--- config.mk ---
export PLATFORM = sky130hd
export DESIGN_NAME = counter_monitor_flat
export DESIGN_NICKNAME = d
export VERILOG_FILES = /design/src/rtl/counter_monitor_pkg.sv /design/src/rtl/counter_monitor_if.sv /design/src/rtl/sat_counter.sv /design/src/rtl/counter_monitor.sv /design/src/flat_wrapper.sv
export SDC_FILE = /design/constraint.sdc
export NUM_CORES = 1
export LEC_CHECK = 0
export CAP_MARGIN = 20
export CORE_MARGIN = 2
export CORE_UTILIZATION = 51
export DETAILED_ROUTE_END_ITERATION = 6
export PLACE_DENSITY_LB_ADDON = 0.2
export SYNTH_ARGS = -nofsm -noshare
export SYNTH_HDL_FRONTEND = slang
export SYNTH_SLANG_ARGS = --single-unit
--- constraint.sdc ---
create_clock -name clk -period 4.2 [get_ports clk]
set_input_delay 0.63 -clock clk [delete_from_list [all_inputs] [get_ports clk]]
set_output_delay 0.63 -clock clk [all_outputs]
set_load 0.01 [all_outputs]
--- src/rtl/counter_monitor_pkg.sv ---
// Shared state encoding and default widths for the lab0 counter monitor.
package counter_monitor_pkg;

    localparam int DEF_WIDTH  = 4;
    localparam int DEF_ERR_W  = 8;
    localparam int DEF_WRAP_W = 8;

    typedef enum logic [1:0] {
        ST_IDLE  = 2'd0,
        ST_TRACK = 2'd1,
        ST_HALT  = 2'd2
    } state_e;

endpackage

--- src/rtl/counter_monitor_if.sv ---
// Observation bundle: the counter's reset/enable inputs and its output bus.
interface counter_monitor_if
    import counter_monitor_pkg::*;
#(
    parameter int WIDTH = DEF_WIDTH
) ();

    logic             dut_reset_in;
    logic             dut_enable_in;
    logic [WIDTH-1:0] count_in;

    modport master (
        output dut_reset_in,
        output dut_enable_in,
        output count_in
    );

    modport slave (
        input dut_reset_in,
        input dut_enable_in,
        input count_in
    );

endinterface

--- src/rtl/sat_counter.sv ---
// Event counter that sticks at all-ones instead of wrapping.
module sat_counter #(
    parameter int W = 8
) (
    input  logic         clk,
    input  logic         reset,
    input  logic         inc,
    output logic [W-1:0] cnt
);

    logic [W-1:0] cnt_r;

    // count events, holding at the maximum value
    always_ff @(posedge clk) begin
        if (reset) begin
            cnt_r <= {W{1'b0}};
        end else if (inc && (cnt_r != {W{1'b1}})) begin
            cnt_r <= cnt_r + W'(1);
        end else begin
            cnt_r <= cnt_r;
        end
    end

    assign cnt = cnt_r;

endmodule

--- src/rtl/counter_monitor.sv ---
// Passive self-check for the lab0 up-counter: predicts the next count,
// flags deviations and counts errors and wrap-arounds.
module counter_monitor
    import counter_monitor_pkg::*;
#(
    parameter int WIDTH       = DEF_WIDTH,
    parameter int ERR_W       = DEF_ERR_W,
    parameter int WRAP_W      = DEF_WRAP_W,
    parameter bit STOP_ON_ERR = 1'b0
) (
    input  logic              clk,
    input  logic              reset,
    counter_monitor_if.slave  obs,
    output logic [WIDTH-1:0]  expected,
    output logic              mismatch,
    output logic              err_flag,
    output logic [ERR_W-1:0]  err_count,
    output logic [WRAP_W-1:0] wrap_count,
    output logic              halted
);

    state_e           state_r;
    state_e           state_s;
    logic [WIDTH-1:0] expected_r;
    logic [WIDTH-1:0] exp_nxt_s;
    logic [WIDTH-1:0] next_exp_s;
    logic             mismatch_r;
    logic             mis_nxt_s;
    logic             err_flag_r;
    logic             halted_r;
    logic             err_inc_s;
    logic             wrap_inc_s;
    logic             wrap_cond_s;

    // reference model of the counter: value it must show after this edge
    always_comb begin
        next_exp_s = obs.count_in;
        if (obs.dut_reset_in) begin
            next_exp_s = {WIDTH{1'b0}};
        end else if (obs.dut_enable_in) begin
            next_exp_s = obs.count_in + WIDTH'(1);
        end else begin
            next_exp_s = obs.count_in;
        end
    end

    assign wrap_cond_s = !obs.dut_reset_in && obs.dut_enable_in &&
                         (obs.count_in == {WIDTH{1'b1}});

    // next-state and registered-output decode
    always_comb begin
        state_s    = state_r;
        exp_nxt_s  = expected_r;
        mis_nxt_s  = 1'b0;
        err_inc_s  = 1'b0;
        wrap_inc_s = 1'b0;
        case (state_r)
            ST_IDLE: begin
                exp_nxt_s = next_exp_s;
                state_s   = ST_TRACK;
            end
            ST_TRACK: begin
                wrap_inc_s = wrap_cond_s;
                // an unknown count falls through to the mismatch branch
                if (obs.count_in == expected_r) begin
                    exp_nxt_s = next_exp_s;
                end else begin
                    mis_nxt_s = 1'b1;
                    err_inc_s = 1'b1;
                    if (STOP_ON_ERR) begin
                        state_s = ST_HALT;
                    end else begin
                        exp_nxt_s = next_exp_s;
                    end
                end
            end
            ST_HALT: begin
                state_s = ST_HALT;
            end
            default: begin
                state_s   = ST_IDLE;
                exp_nxt_s = {WIDTH{1'b0}};
            end
        endcase
    end

    // state and output registers
    always_ff @(posedge clk) begin
        if (reset) begin
            state_r    <= ST_IDLE;
            expected_r <= {WIDTH{1'b0}};
            mismatch_r <= 1'b0;
            err_flag_r <= 1'b0;
            halted_r   <= 1'b0;
        end else begin
            state_r    <= state_s;
            expected_r <= exp_nxt_s;
            mismatch_r <= mis_nxt_s;
            err_flag_r <= err_flag_r | err_inc_s;
            halted_r   <= (state_s == ST_HALT);
        end
    end

    sat_counter #(.W(ERR_W)) u_err_cnt (
        .clk   (clk),
        .reset (reset),
        .inc   (err_inc_s),
        .cnt   (err_count)
    );

    sat_counter #(.W(WRAP_W)) u_wrap_cnt (
        .clk   (clk),
        .reset (reset),
        .inc   (wrap_inc_s),
        .cnt   (wrap_count)
    );

    assign expected = expected_r;
    assign mismatch = mismatch_r;
    assign err_flag = err_flag_r;
    assign halted   = halted_r;

endmodule

--- src/flat_wrapper.sv ---
// flat-port wrapper written by rule: the top's interface ports become plain ports
module counter_monitor_flat import counter_monitor_pkg::*;
#(
    parameter int WIDTH       = DEF_WIDTH,
    parameter int ERR_W       = DEF_ERR_W,
    parameter int WRAP_W      = DEF_WRAP_W,
    parameter bit STOP_ON_ERR = 1'b0
)
  (clk, reset, expected, mismatch, err_flag, err_count, wrap_count, halted, obs_dut_reset_in, obs_dut_enable_in, obs_count_in);
  counter_monitor_if #(.WIDTH(WIDTH)) obs_i ();
  input  logic clk;
  input  logic reset;
  output logic [WIDTH-1:0] expected;
  output logic mismatch;
  output logic err_flag;
  output logic [ERR_W-1:0] err_count;
  output logic [WRAP_W-1:0] wrap_count;
  output logic halted;
  input wire logic [$bits(obs_i.dut_reset_in)-1:0] obs_dut_reset_in;
  input wire logic [$bits(obs_i.dut_enable_in)-1:0] obs_dut_enable_in;
  input wire logic [$bits(obs_i.count_in)-1:0] obs_count_in;
  assign obs_i.dut_reset_in = obs_dut_reset_in;
  assign obs_i.dut_enable_in = obs_dut_enable_in;
  assign obs_i.count_in = obs_count_in;
  counter_monitor #(.WIDTH(WIDTH), .ERR_W(ERR_W), .WRAP_W(WRAP_W), .STOP_ON_ERR(STOP_ON_ERR)) u_core (.clk(clk), .reset(reset), .obs(obs_i), .expected(expected), .mismatch(mismatch), .err_flag(err_flag), .err_count(err_count), .wrap_count(wrap_count), .halted(halted));
endmodule
==> results of run 1 <==
==> stage by stage <==
step	util (%)	setup slack [ns]	power, mW	cells
after floorplan	-	2.06	0.267	135
after global placement	67.5	1.48	0.288	188
after detailed placement	67.5	1.39	0.289	188
after CTS	69.1	1.75	0.414	192
after global routing	69.1	1.65	0.432	192
final	69.1	1.74	0.411	192
==> cell type report <==
class | count | area, um^2 | share of cell area (%)
clock buffer | 4 | 36.3 | 2.37
inverter | 2 | 7.51 | 0.491
multi-input combinational | 104 | 669 | 43.8
sequential | 24 | 480 | 31.4
tap | 28 | 35.0 | 2.29
timing repair buffer | 30 | 300 | 19.6
==> logic make-up after synthesis <==
| family | count (synthesis) |
|---|---|
| simple gates | 58 |
| compound gates | 32 |
| flops | 24 |
| xor+xnor | 7 |
| buf+inv | 7 |
| mux | 4 |
| fa+ha+maj | 3 |
==> final timing paths <==
path | cells after the start | slack (ns) | to | start
worst max-delay path | 6 | 1.74 | u_core.u_wrap_cnt.cnt[3] | obs_count_in[0]
worst min-delay path | 1 | 0.48 | u_core.state_r[0] | u_core.halted
worst max register to register | 5 | 2.19 | u_core.u_err_cnt.cnt[5] | u_core.u_err_cnt.cnt[0]
worst min register to register | 1 | 0.48 | u_core.state_r[0] | u_core.halted
==> power by group through the flow <==
stage,combinational (mW),clock (mW),sequential (mW)
2_1_floorplan,0.0222,0,0.245
3_3_place_gp,0.0453,0,0.243
3_5_place_dp,0.0464,0,0.243
4_1_cts,0.0465,0.130,0.238
5_1_grt,0.0512,0.141,0.239
6_report,0.0465,0.126,0.238
==> critical path: cells and delay by family <==
| kind | cells | cell delay [ns] |
|---|---|---|
| AND/OR/NAND/NOR | 3 | 1.17 |
| AO/OA/AOI/OAI | 1 | 0.17 |
| adder cells (fa/ha/maj) | 1 | 0.19 |
| buffers and inverters | 1 | 0.56 |
==> registers in the layout (all words and copies together), names as in the netlist <==
register and count:
u_core.mismatch 1, u_core.expected 4, u_core.err_flag 1, u_core.state_r 1
u_core.halted 1, u_core.u_wrap_cnt.cnt 8, u_core.u_err_cnt.cnt 8
==> routing by layer <==
layer,vias up,share of wire (%)
met4,0,1.5
met5,-,0
met2,24,49
li1,566,-
met3,6,4.7
met1,534,45
==> placed cells by master, fill, tap and decap left out, types with 2 or more instances in the layout <==
cell type / n
sky130_fd_sc_hd__nand4_1: 3
sky130_fd_sc_hd__or4_1: 6
sky130_fd_sc_hd__or3_1: 4
sky130_fd_sc_hd__nor2_1: 10
sky130_fd_sc_hd__and3_1: 2
sky130_fd_sc_hd__ha_1: 3
sky130_fd_sc_hd__nor2b_1: 4
sky130_fd_sc_hd__o31ai_1: 5
sky130_fd_sc_hd__nand2_1: 9
sky130_fd_sc_hd__clkdlybuf4s50_1: 30
sky130_fd_sc_hd__a21oi_1: 13
sky130_fd_sc_hd__xor2_1: 2
sky130_fd_sc_hd__clkbuf_4: 3
sky130_fd_sc_hd__dfxtp_1: 24
sky130_fd_sc_hd__xnor2_1: 5
sky130_fd_sc_hd__nand3_1: 10
sky130_fd_sc_hd__o21ai_0: 8
sky130_fd_sc_hd__inv_1: 2
sky130_fd_sc_hd__o41ai_1: 3
sky130_fd_sc_hd__mux2_2: 3
==> impl_summary.log, run 1 <==
[metrics] number of inserted diodes: 0
[metrics] Detail Route Antenna Nets: 0
[metrics] IO Pins: 31
[metrics] switching power total: 100 uW
[metrics] Rel. slew slack: 43.8%
[metrics] die boundary height: 52.6 um
[metrics] smallest hold slack: 0.478 ns
[metrics] Pins Over Slew Limit: 0
[metrics] crit-path max cell delay: 0.57 ns
[metrics] crit path launch type: input port
[metrics] DP HPWL: 1880 um
[metrics] Final Hold Vio Count: 0
[metrics] number of iterations in the first detailed-routing pass: 5
[metrics] global router's overall resource usage: 21.5%
[metrics] result of the run: completed
[metrics] fin nets: 176
[metrics] Fin Clk Skew: 0.00187 ns
[metrics] routing usage on met1: 23.1%
[metrics] final period demand of the worst path: 2.46 ns
[metrics] post-cts hold buffer count: 0
[metrics] post-synthesis net count: 146
[metrics] antenna violations before repair: 0
[metrics] TritonCTS clock tree: yes
[metrics] layout overhead on the synthesized area: 27.2%
[metrics] mapped cell area: 1200 um^2
[metrics] number of design-rule violations left by the first detailed-router iteration: 10
[metrics] clock buffers created by TritonCTS: 3
[metrics] Power Internal: 310 uW
[metrics] capturing element type of the critical path: register
[metrics] routed len/inst: 13.5 um
[metrics] ratio of total power to cell area: 269 nW/um^2
[metrics] Warnings, synthesis: 0
[metrics] remaining routing DRC violations: 0
[metrics] synth top area cells: sky130_fd_sc_hd__dfxtp_1, sky130_fd_sc_hd__a21oi_1, sky130_fd_sc_hd__nand3_1
[metrics] distinct cell type count after synthesis: 35
[metrics] via count of the first global-routing pass: 1003
[metrics] kind of path behind the tightest hold check: register to register
[metrics] instance count of the mapped netlist: 135
[metrics] total number of placement rows: 17
[metrics] power share of the clock group: 30.7%
[metrics] total of max-cap violations: 0
[metrics] sequential-to-total area share from yosys stat: 40.0%
[metrics] post-route design area: 1530 um^2
[metrics] static power due to leakage: 0.503 nW
[metrics] wire length of the first global-routing pass: 4310 um
[metrics] cts repair resizes: 0
[metrics] fraction of registers with async set or reset after synthesis: 0%
[metrics] synthesized-area fraction occupied by adder cells: 3.12%
[metrics] worst-margin pin slew: 0.841 ns
[metrics] Slowest-stage cell, CP: sky130_fd_sc_hd__or4_4
[metrics] maximum buffer depth of the clock tree: 2
[metrics] ratio of routed vias to standard cells: 5.89
[metrics] Max VDD drop: 0.000236 V
[metrics] register clock-pin slew on the reported worst setup and hold paths: 0.13 ns
[metrics] Post CTS Setup Buffer Count: 0
[metrics] clock latency of the later-clocked register in the worst-skew pair: 0.32 ns
[metrics] layout cells sized above 1: 7.32%
[metrics] EDFF count, synth: 0
[metrics] Net Sw Frac: 24.4%
[metrics] filler instances: 180
[metrics] sequence of cells on the critical path: clkdlybuf4s50_1 > ha_1 > nand2_2 > or4_4 > or4_1 > a21oi_1
[metrics] number of buffers inserted by port buffering: 30
[metrics] cell area after placement: 1490 um^2
[metrics] summed negative setup slack over all endpoints: 0 ns
[metrics] leading area contributor after synthesis: sky130_fd_sc_hd__dfxtp_1
[metrics] area fraction in and, or, nand and nor cells after synthesis: 27.5%
[metrics] global routing usage on met2: 37.1%
[metrics] cell chosen for the clock root: sky130_fd_sc_hd__clkbuf_4
[metrics] xor-xnor portion of the synthesized cell area: 5.10%
[metrics] width of the die: 52.6 um
[metrics] share of the clock period used by the worst path after layout: 58.5%
[metrics] Routed WL: 2600 um
[metrics] largest family of logic cells by synthesized area: simple AND/OR/NAND/NOR gates
[metrics] global routing met3 resource utilization: 6.57%
[metrics] Setup Crit Path Kind: input port to register
[metrics] Flop pwr share: 58.0%
[metrics] FMAX: 407 MHz
[metrics] RSZ-0062 raised after global routing: false
[metrics] portion of netlist area occupied by mux cells: 3.64%
[metrics] GR Overflow Total: 0
[metrics] primary flip-flop cell chosen by synthesis mapping: sky130_fd_sc_hd__dfxtp_1
[metrics] clock net sink count: 24
[metrics] Max H-tree Level: 1
[metrics] busiest layer in global routing: met2
[metrics] Synth Area in Compound Gates: 16.3%
[metrics] via total after detailed routing: 1130
[metrics] Setup Viol. Count Final: 0
[metrics] worst path arrival time: 2.70 ns
[metrics] required time of the worst setup path: 4.45 ns
[metrics] share of power burned in combinational logic: 11.3%
[metrics] Die Outline Area: 2760 um^2
[metrics] Starting Density: 54.4%
[metrics] gpl congestion: 0.803
[metrics] library cell with the highest instance count after synthesis: sky130_fd_sc_hd__dfxtp_1
[metrics] largest net degree at the start of global routing: 25
[metrics] number of synthesized register bits: 24
[metrics] top cell types by occurrence after synthesis: sky130_fd_sc_hd__dfxtp_1, sky130_fd_sc_hd__a21oi_1, sky130_fd_sc_hd__nand3_1, sky130_fd_sc_hd__nor2_1, sky130_fd_sc_hd__nand2_1
[metrics] core region area: 2210 um^2
[metrics] CP Max Fanout: 11
[metrics] area share of the largest cell type after synthesis: 40.0%
[metrics] Avg Inst Size Synth: 8.91 um^2
Power figures use the tool's default switching activity.
==> run 2: changes to the inputs <==
--- a/config.mk
+++ b/config.mk
@@ -7,7 +7,7 @@
 export LEC_CHECK = 0
 export CAP_MARGIN = 20
 export CORE_MARGIN = 2
-export CORE_UTILIZATION = 51
+export CORE_UTILIZATION = 47
 export DETAILED_ROUTE_END_ITERATION = 6
 export PLACE_DENSITY_LB_ADDON = 0.2
 export SYNTH_ARGS = -nofsm -noshare
==> constraint.sdc (replaced) <==
create_clock -name clk -period 2.31 [get_ports clk]
set_input_delay 0.3465 -clock clk [delete_from_list [all_inputs] [get_ports clk]]
set_output_delay 0.3465 -clock clk [all_outputs]
set_load 0.01 [all_outputs]
==> impl_summary.log, run 2 (synthesis gave the netlist of run 1 again) <==
[metrics] result of the run: completed
[metrics] Starting Density: 49.0% (-5.4 points)
[metrics] Detail Route Antenna Nets: 0 (unchanged)
[metrics] global routing met3 resource utilization: 2.46% (-4.1 points)
[metrics] sequential cell area: 480 um^2 (unchanged)
[metrics] sequence of cells on the critical path: clkdlybuf4s50_1 > ha_1 > nand2_2 > or4_4 > or4_1 > a21oi_1
[metrics] Rel. slew slack: 58.4% (+15 points)
[metrics] global router's overall resource usage: 19.5% (-1.9 points)
[metrics] Die Outline Area: 2980 um^2 (+7.9%)
[metrics] busiest layer in global routing: met2
[metrics] fin nets: 185 (+5.1%)
[metrics] smallest hold slack: 0.498 ns (+0.0205 ns)
[metrics] layout overhead on the synthesized area: 34.3%
[metrics] total of max-cap violations: 0 (unchanged)
[metrics] number of inserted diodes: 0 (unchanged)
[metrics] Pins Over Slew Limit: 0 (unchanged)
[metrics] footprint of the multi-input gates: 669 um^2 (unchanged)
[metrics] share of the clock period used by the worst path after layout: 88.0%
[metrics] filler instances: 214 (+19%)
[metrics] ratio of total power to cell area: 514 nW/um^2 (+91%)
[metrics] routing usage on met1: 25.4% (+2.3 points)
[metrics] Setup Crit Path Kind: input port to register
[metrics] Slowest-stage cell, CP: sky130_fd_sc_hd__or4_4
[metrics] cell chosen for the clock root: sky130_fd_sc_hd__clkbuf_4
[metrics] clock net sink count: 24 (unchanged)
[metrics] static power due to leakage: 0.554 nW (+10%)
[metrics] crit-path max cell delay: 0.55 ns (-0.02 ns)
[metrics] layout cells sized above 1: 12.1% (+4.8 points)
[metrics] DP HPWL: 2000 um (+6.1%)
[metrics] largest net degree at the start of global routing: 23 (-8.0%)
[metrics] FMAX: 492 MHz
[metrics] post-cts hold buffer count: 0 (unchanged)
[metrics] routed len/inst: 13.4 um (-1.2%)
[metrics] kind of path behind the tightest hold check: register to register
[metrics] number of buffers inserted by port buffering: 30 (unchanged)
[metrics] Max H-tree Level: 1 (unchanged)
[metrics] global routing usage on met2: 32.3% (-4.7 points)
[metrics] Critical Path Source: obs_count_in[0]
[metrics] antenna violations before repair: 0 (unchanged)
[metrics] TritonCTS clock tree: yes
[metrics] total number of placement rows: 18 (+1)
[metrics] width of the die: 54.6 um (+3.9%)
[metrics] number of iterations in the first detailed-routing pass: 4 (-1)
[metrics] register clock-pin slew on the reported worst setup and hold paths: 0.13 ns (about the same)
[metrics] final period demand of the worst path: 2.03 ns
[metrics] capturing element type of the critical path: register
[metrics] Routed WL: 2720 um (+4.5%)
[metrics] clock latency of the later-clocked register in the worst-skew pair: 0.31 ns (about the same)
[metrics] worst path arrival time: 2.29 ns (-0.41 ns)
[metrics] number of design-rule violations left by the first detailed-router iteration: 23 (+13)
[metrics] clock buffers created by TritonCTS: 3 (unchanged)
[metrics] Fin Clk Skew: 0.00983 ns (+0.00795 ns)
[metrics] highest-count cells in the layout ignoring fill and taps: sky130_fd_sc_hd__clkdlybuf4s50_1, sky130_fd_sc_hd__dfxtp_1, sky130_fd_sc_hd__a21oi_1
[metrics] die boundary height: 54.6 um (+3.9%)
[metrics] Worst R2R Start: u_core.halted
[metrics] wire length of the first global-routing pass: 4230 um (-1.8%)
[metrics] cts repair resizes: 0 (unchanged)
[metrics] ratio of routed vias to standard cells: 5.72 (-2.8%)
[metrics] via count of the first global-routing pass: 992 (-1.1%)
[metrics] Post CTS Setup Buffer Count: 0 (unchanged)
[metrics] Max VDD drop: 0.000340 V (+44%)
[metrics] RSZ-0062 raised after global routing: false
[metrics] worst-margin pin slew: 0.622 ns (-0.219 ns)
[metrics] Final Hold Vio Count: 0 (unchanged)
[metrics] final total power: 831 uW (+100%)
[metrics] IO Pins: 31 (unchanged)
[metrics] GR Overflow Total: 0 (unchanged)
[metrics] most common cell after layout, fill and taps aside: sky130_fd_sc_hd__clkdlybuf4s50_1
[metrics] gpl congestion: 0.779 (-3.0%)
[metrics] required time of the worst setup path: 2.56 ns (-1.89 ns)
[metrics] start point of the worst min-delay path: u_core.halted
[metrics] maximum buffer depth of the clock tree: 2 (unchanged)
[metrics] crit path launch type: input port
[metrics] CP Max Fanout: 11 (unchanged)
[metrics] core region area: 2450 um^2 (+11%)
[metrics] Setup Viol. Count Final: 0 (unchanged)
[metrics] remaining routing DRC violations: 0 (unchanged)
[metrics] via total after detailed routing: 1161 (+2.7%)
==> run 2: changes by cell type in the layout (fill, tap and decap cells not counted), sizes merged <==
cell and delta:
buf +9, bufinv +1, clkbuf -1
==> run 2: worst max-delay path, delay by kind of cell <==
| family | cells | cell delay, ns |
|---|---|---|
| compound gates | 1 | 0.14 |
| fa+ha+maj | 1 | 0.17 |
| simple gates | 3 | 1.14 |
| buf+inv | 1 | 0.49 |
==> run 2: final timing paths <==
check | cells past startpoint | slack, ns | to
max | 6 | 0.28 | u_core.u_wrap_cnt.cnt[6]
min | 1 | 0.50 | u_core.state_r[0]
max reg2reg | 4 | 0.47 | u_core.u_wrap_cnt.cnt[6]
min reg2reg | 1 | 0.50 | u_core.state_r[0]
==> run 2: metal layers <==
metal / vias up / wire length (um)
met2: 32 / 1330
met1: 542 / 1260
met4: 0 / 20
met3: 2 / 109
li1: 585 / -
met5: - / 0
==> run 2: power by group <==
group | switching [mW] | internal, mW
sequential | 0.00878 | 0.424
clock | 0.127 | 0.175
combinational | 0.0431 | 0.0519
==> run 2: metrics by stage <==
stage / utilization (%) / cells / setup WS, ns / instance area (um^2) / setup TNS (ns)
2_1_floorplan: - / 135 / 0.454 / 1200 / 0
3_3_place_gp: 63.7 / 199 / 0.000884 / 1560 / 0
3_5_place_dp: 63.7 / 199 / -0.0622 / 1560 / -0.180
4_1_cts: 65.8 / 203 / 0.276 / 1620 / 0
5_1_grt: 65.8 / 203 / 0.207 / 1620 / 0
6_report: 65.8 / 203 / 0.276 / 1620 / 0
==> run 2: cell type report <==
cell class	instances	area share, %
timing repair buffer	39	22.8
clock inverter	1	1.86
sequential	24	29.7
tap	30	2.32
clock buffer	3	1.39
inverter	2	0.465
multi-input combinational	104	41.4
==> run 3: changes to the inputs <==
--- a/config.mk
+++ b/config.mk
@@ -5,9 +5,10 @@
 export SDC_FILE = /design/constraint.sdc
 export NUM_CORES = 1
 export LEC_CHECK = 0
-export CAP_MARGIN = 20
+export CELL_PAD_IN_SITES_DETAIL_PLACEMENT = 1
+export CELL_PAD_IN_SITES_GLOBAL_PLACEMENT = 1
 export CORE_MARGIN = 2
-export CORE_UTILIZATION = 47
+export CORE_UTILIZATION = 35
 export DETAILED_ROUTE_END_ITERATION = 6
 export PLACE_DENSITY_LB_ADDON = 0.2
 export SYNTH_ARGS = -nofsm -noshare
==> constraint.sdc (replaced) <==
create_clock -name clk -period 2.31 [get_ports clk]
set_input_delay 0.3465 -clock clk [delete_from_list [all_inputs] [get_ports clk]]
set_output_delay 0.3465 -clock clk [all_outputs]
set_load 0.05 [all_outputs]
==> impl_summary.log, run 3 (synthesis gave the netlist of run 1 again) <==
[metrics] highest-count cells in the layout ignoring fill and taps: sky130_fd_sc_hd__clkdlybuf4s50_1, sky130_fd_sc_hd__dfxtp_1, sky130_fd_sc_hd__a21oi_1
[metrics] fin nets: 186 (+0.54%)
[metrics] number of inserted diodes: 0 (unchanged)
[metrics] FMAX: 489 MHz (-0.48%)
[metrics] RSZ-0062 raised after global routing: false
[metrics] total of max-cap violations: 0 (unchanged)
[metrics] cell area after placement: 1590 um^2 (+1.8%)
[metrics] clock buffers created by TritonCTS: 3 (unchanged)
[metrics] layout cells sized above 1: 12.6% (+0.50 points)
[metrics] Setup Crit Path Kind: input port to register
[metrics] ratio of total power to cell area: 477 nW/um^2 (-7.2%)
[metrics] post-route design area: 1630 um^2 (+0.70%)
[metrics] total number of placement rows: 21 (+3)
[metrics] Net Sw Frac: 26.2% (+4.7 points)
[metrics] routed len/inst: 14.0 um (+4.3%)
[metrics] crit path launch type: input port
[metrics] Pins Over Slew Limit: 0 (unchanged)
[metrics] number of design-rule violations left by the first detailed-router iteration: 54 (+130%)
[metrics] number of iterations in the first detailed-routing pass: 4 (unchanged)
[metrics] crit-path max cell delay: 0.54 ns (about the same)
[metrics] via count of the first global-routing pass: 1221 (+23%)
[metrics] wire length of the first global-routing pass: 5510 um (+30%)
[metrics] Setup Viol. Count Final: 0 (unchanged)
[metrics] worst-margin pin slew: 0.663 ns (+0.0406 ns)
[metrics] Final Hold Vio Count: 0 (unchanged)
[metrics] top sig layer: met4
[metrics] Die Outline Area: 3920 um^2 (+32%)
[metrics] worst-case setup margin in the final layout: 0.266 ns (-0.00983 ns)
[metrics] met3 layer wire length in the routed design: 71 um (-35%)
[metrics] Slowest-stage cell, CP: sky130_fd_sc_hd__or4_4
[metrics] Crit path buffers/inverters: 1 (unchanged)
[metrics] post-route non-filler standard cell count: 220 (+8.4%)
[metrics] CP Max Fanout: 9 (-2)
[metrics] via total after detailed routing: 1150 (-0.95%)
[metrics] largest net degree at the start of global routing: 23 (unchanged)
[metrics] Flop pwr share: 55.8% (+3.7 points)
[metrics] worst path arrival time: 2.29 ns (about the same)
[metrics] clock net sink count: 24 (unchanged)
[metrics] ratio of routed vias to standard cells: 5.23 (-8.6%)
[metrics] global router's overall resource usage: 17.1% (-2.4 points)
[metrics] core region area: 3310 um^2 (+35%)
[metrics] Max VDD drop: 0.000376 V (+11%)
[metrics] number of placed cells counting well taps: 216 (+8.5%)
[metrics] Post CTS Setup Buffer Count: 0 (unchanged)
[metrics] Max H-tree Level: 1 (unchanged)
[metrics] share of the clock period used by the worst path after layout: 88.5% (+0.43 points)
[metrics] layout overhead on the synthesized area: 35.3%
[metrics] sequence of cells on the critical path: clkdlybuf4s50_1 > ha_1 > nand2_2 > or4_4 > or4_1 > a21oi_1
[metrics] final period demand of the worst path: 2.04 ns (+0.00983 ns)
[metrics] Routed WL: 3070 um (+13%)
[metrics] post-cts hold buffer count: 0 (unchanged)
[metrics] Power Internal: 572 uW (-12%)
[metrics] Fin Clk Skew: 0.00114 ns (-0.00869 ns)
[metrics] remaining routing DRC violations: 0 (unchanged)
[metrics] DP HPWL: 2410 um (+21%)
[metrics] antenna violations before repair: 0 (unchanged)
[metrics] IO Pins: 31 (unchanged)
[metrics] met1 wire length: 1390 um (+10%)
[metrics] switching power total: 204 uW (+14%)
[metrics] summed negative setup slack over all endpoints: 0 ns (unchanged)
[metrics] cts repair resizes: 0 (unchanged)
[metrics] clock latency of the later-clocked register in the worst-skew pair: 0.30 ns (about the same)
[metrics] GR Overflow Total: 0 (unchanged)
[metrics] gpl congestion: 0.776 (-0.47%)
[metrics] required time of the worst setup path: 2.55 ns (about the same)
[metrics] placement-stage worst setup slack: -0.0512 ns (+0.0110 ns)
[metrics] TritonCTS clock tree: yes
[metrics] power share of the clock group: 28.1% (-8.3 points)
[metrics] width of the die: 62.6 um (+15%)
[metrics] Detail Route Antenna Nets: 0 (unchanged)
[metrics] cell chosen for the clock root: sky130_fd_sc_hd__clkbuf_4
[metrics] static power due to leakage: 0.551 nW (-0.50%)
[metrics] routed length on met2: 1600 um (+20%)
[metrics] result of the run: completed
[metrics] largest delay contributor family on the critical path: simple AND/OR/NAND/NOR gates
[metrics] most common cell after layout, fill and taps aside: sky130_fd_sc_hd__clkdlybuf4s50_1
[metrics] share of power burned in combinational logic: 16.1% (+4.7 points)
[metrics] capturing element type of the critical path: register
[metrics] die boundary height: 62.6 um (+15%)
[metrics] Starting Density: 36.3% (-13 points)
[metrics] Rel. slew slack: 55.7% (-2.7 points)
[metrics] kind of path behind the tightest hold check: register to register
[metrics] maximum buffer depth of the clock tree: 2 (unchanged)
[metrics] number of buffers inserted by port buffering: 30 (unchanged)
[metrics] register clock-pin slew on the reported worst setup and hold paths: 0.13 ns (about the same)
## run 3: power by group through the flow
stage	clock network (mW)	registers (mW)	logic, mW
floorplan	0	0.473	0.0404
global route	0.244	0.435	0.135
CTS	0.225	0.433	0.126
detailed placement	0	0.442	0.125
finish	0.218	0.433	0.125
global placement	0	0.442	0.123
## run 3: layer usage
layer | track usage, % | up-vias
met4 | 2.50 | 0
met2 | 31.0 | 15
met5 | 0 | -
li1 | - | 580
met3 | 3.78 | 2
met1 | 21.2 | 553
## run 3: final timing paths
| kind | startpoint | endpoint | slack (ns) | cells past startpoint |
|---|---|---|---|---|
| worst max-delay path | obs_count_in[0] | u_core.u_wrap_cnt.cnt[3] | 0.27 | 6 |
| worst min-delay path | u_core.halted | u_core.state_r[0] | 0.48 | 1 |
| worst max register to register | u_core.halted | u_core.u_wrap_cnt.cnt[3] | 0.47 | 4 |
| worst min register to register | u_core.halted | u_core.state_r[0] | 0.48 | 1 |
## run 3: worst reg2reg max path, cell delays in order, from the launching register on
cell and delay (ns):
sky130_fd_sc_hd__dfxtp_1 0.36, sky130_fd_sc_hd__nand2b_4 0.16, sky130_fd_sc_hd__or4_4 0.58, sky130_fd_sc_hd__or4_1 0.52, sky130_fd_sc_hd__a21oi_1 0.16
## run 3: layout make-up
cell class,instances,area [um^2]
inverters,2,7.51
fillers,401,1680
multi-input cells,104,669
flip-flops and latches,24,480
repair buffers,40,375
well taps,46,57.6
clock buffers,4,36.3
## run 3: through the flow
step / utilization, % / hold slack (ns) / total power [mW]
after floorplan: - / 0.468 / 0.514
after global placement: 48.0 / 0.455 / 0.565
after detailed placement: 48.0 / 0.461 / 0.568
after CTS: 49.1 / 0.484 / 0.785
after global routing: 49.1 / 0.513 / 0.815
final: 49.1 / 0.482 / 0.776
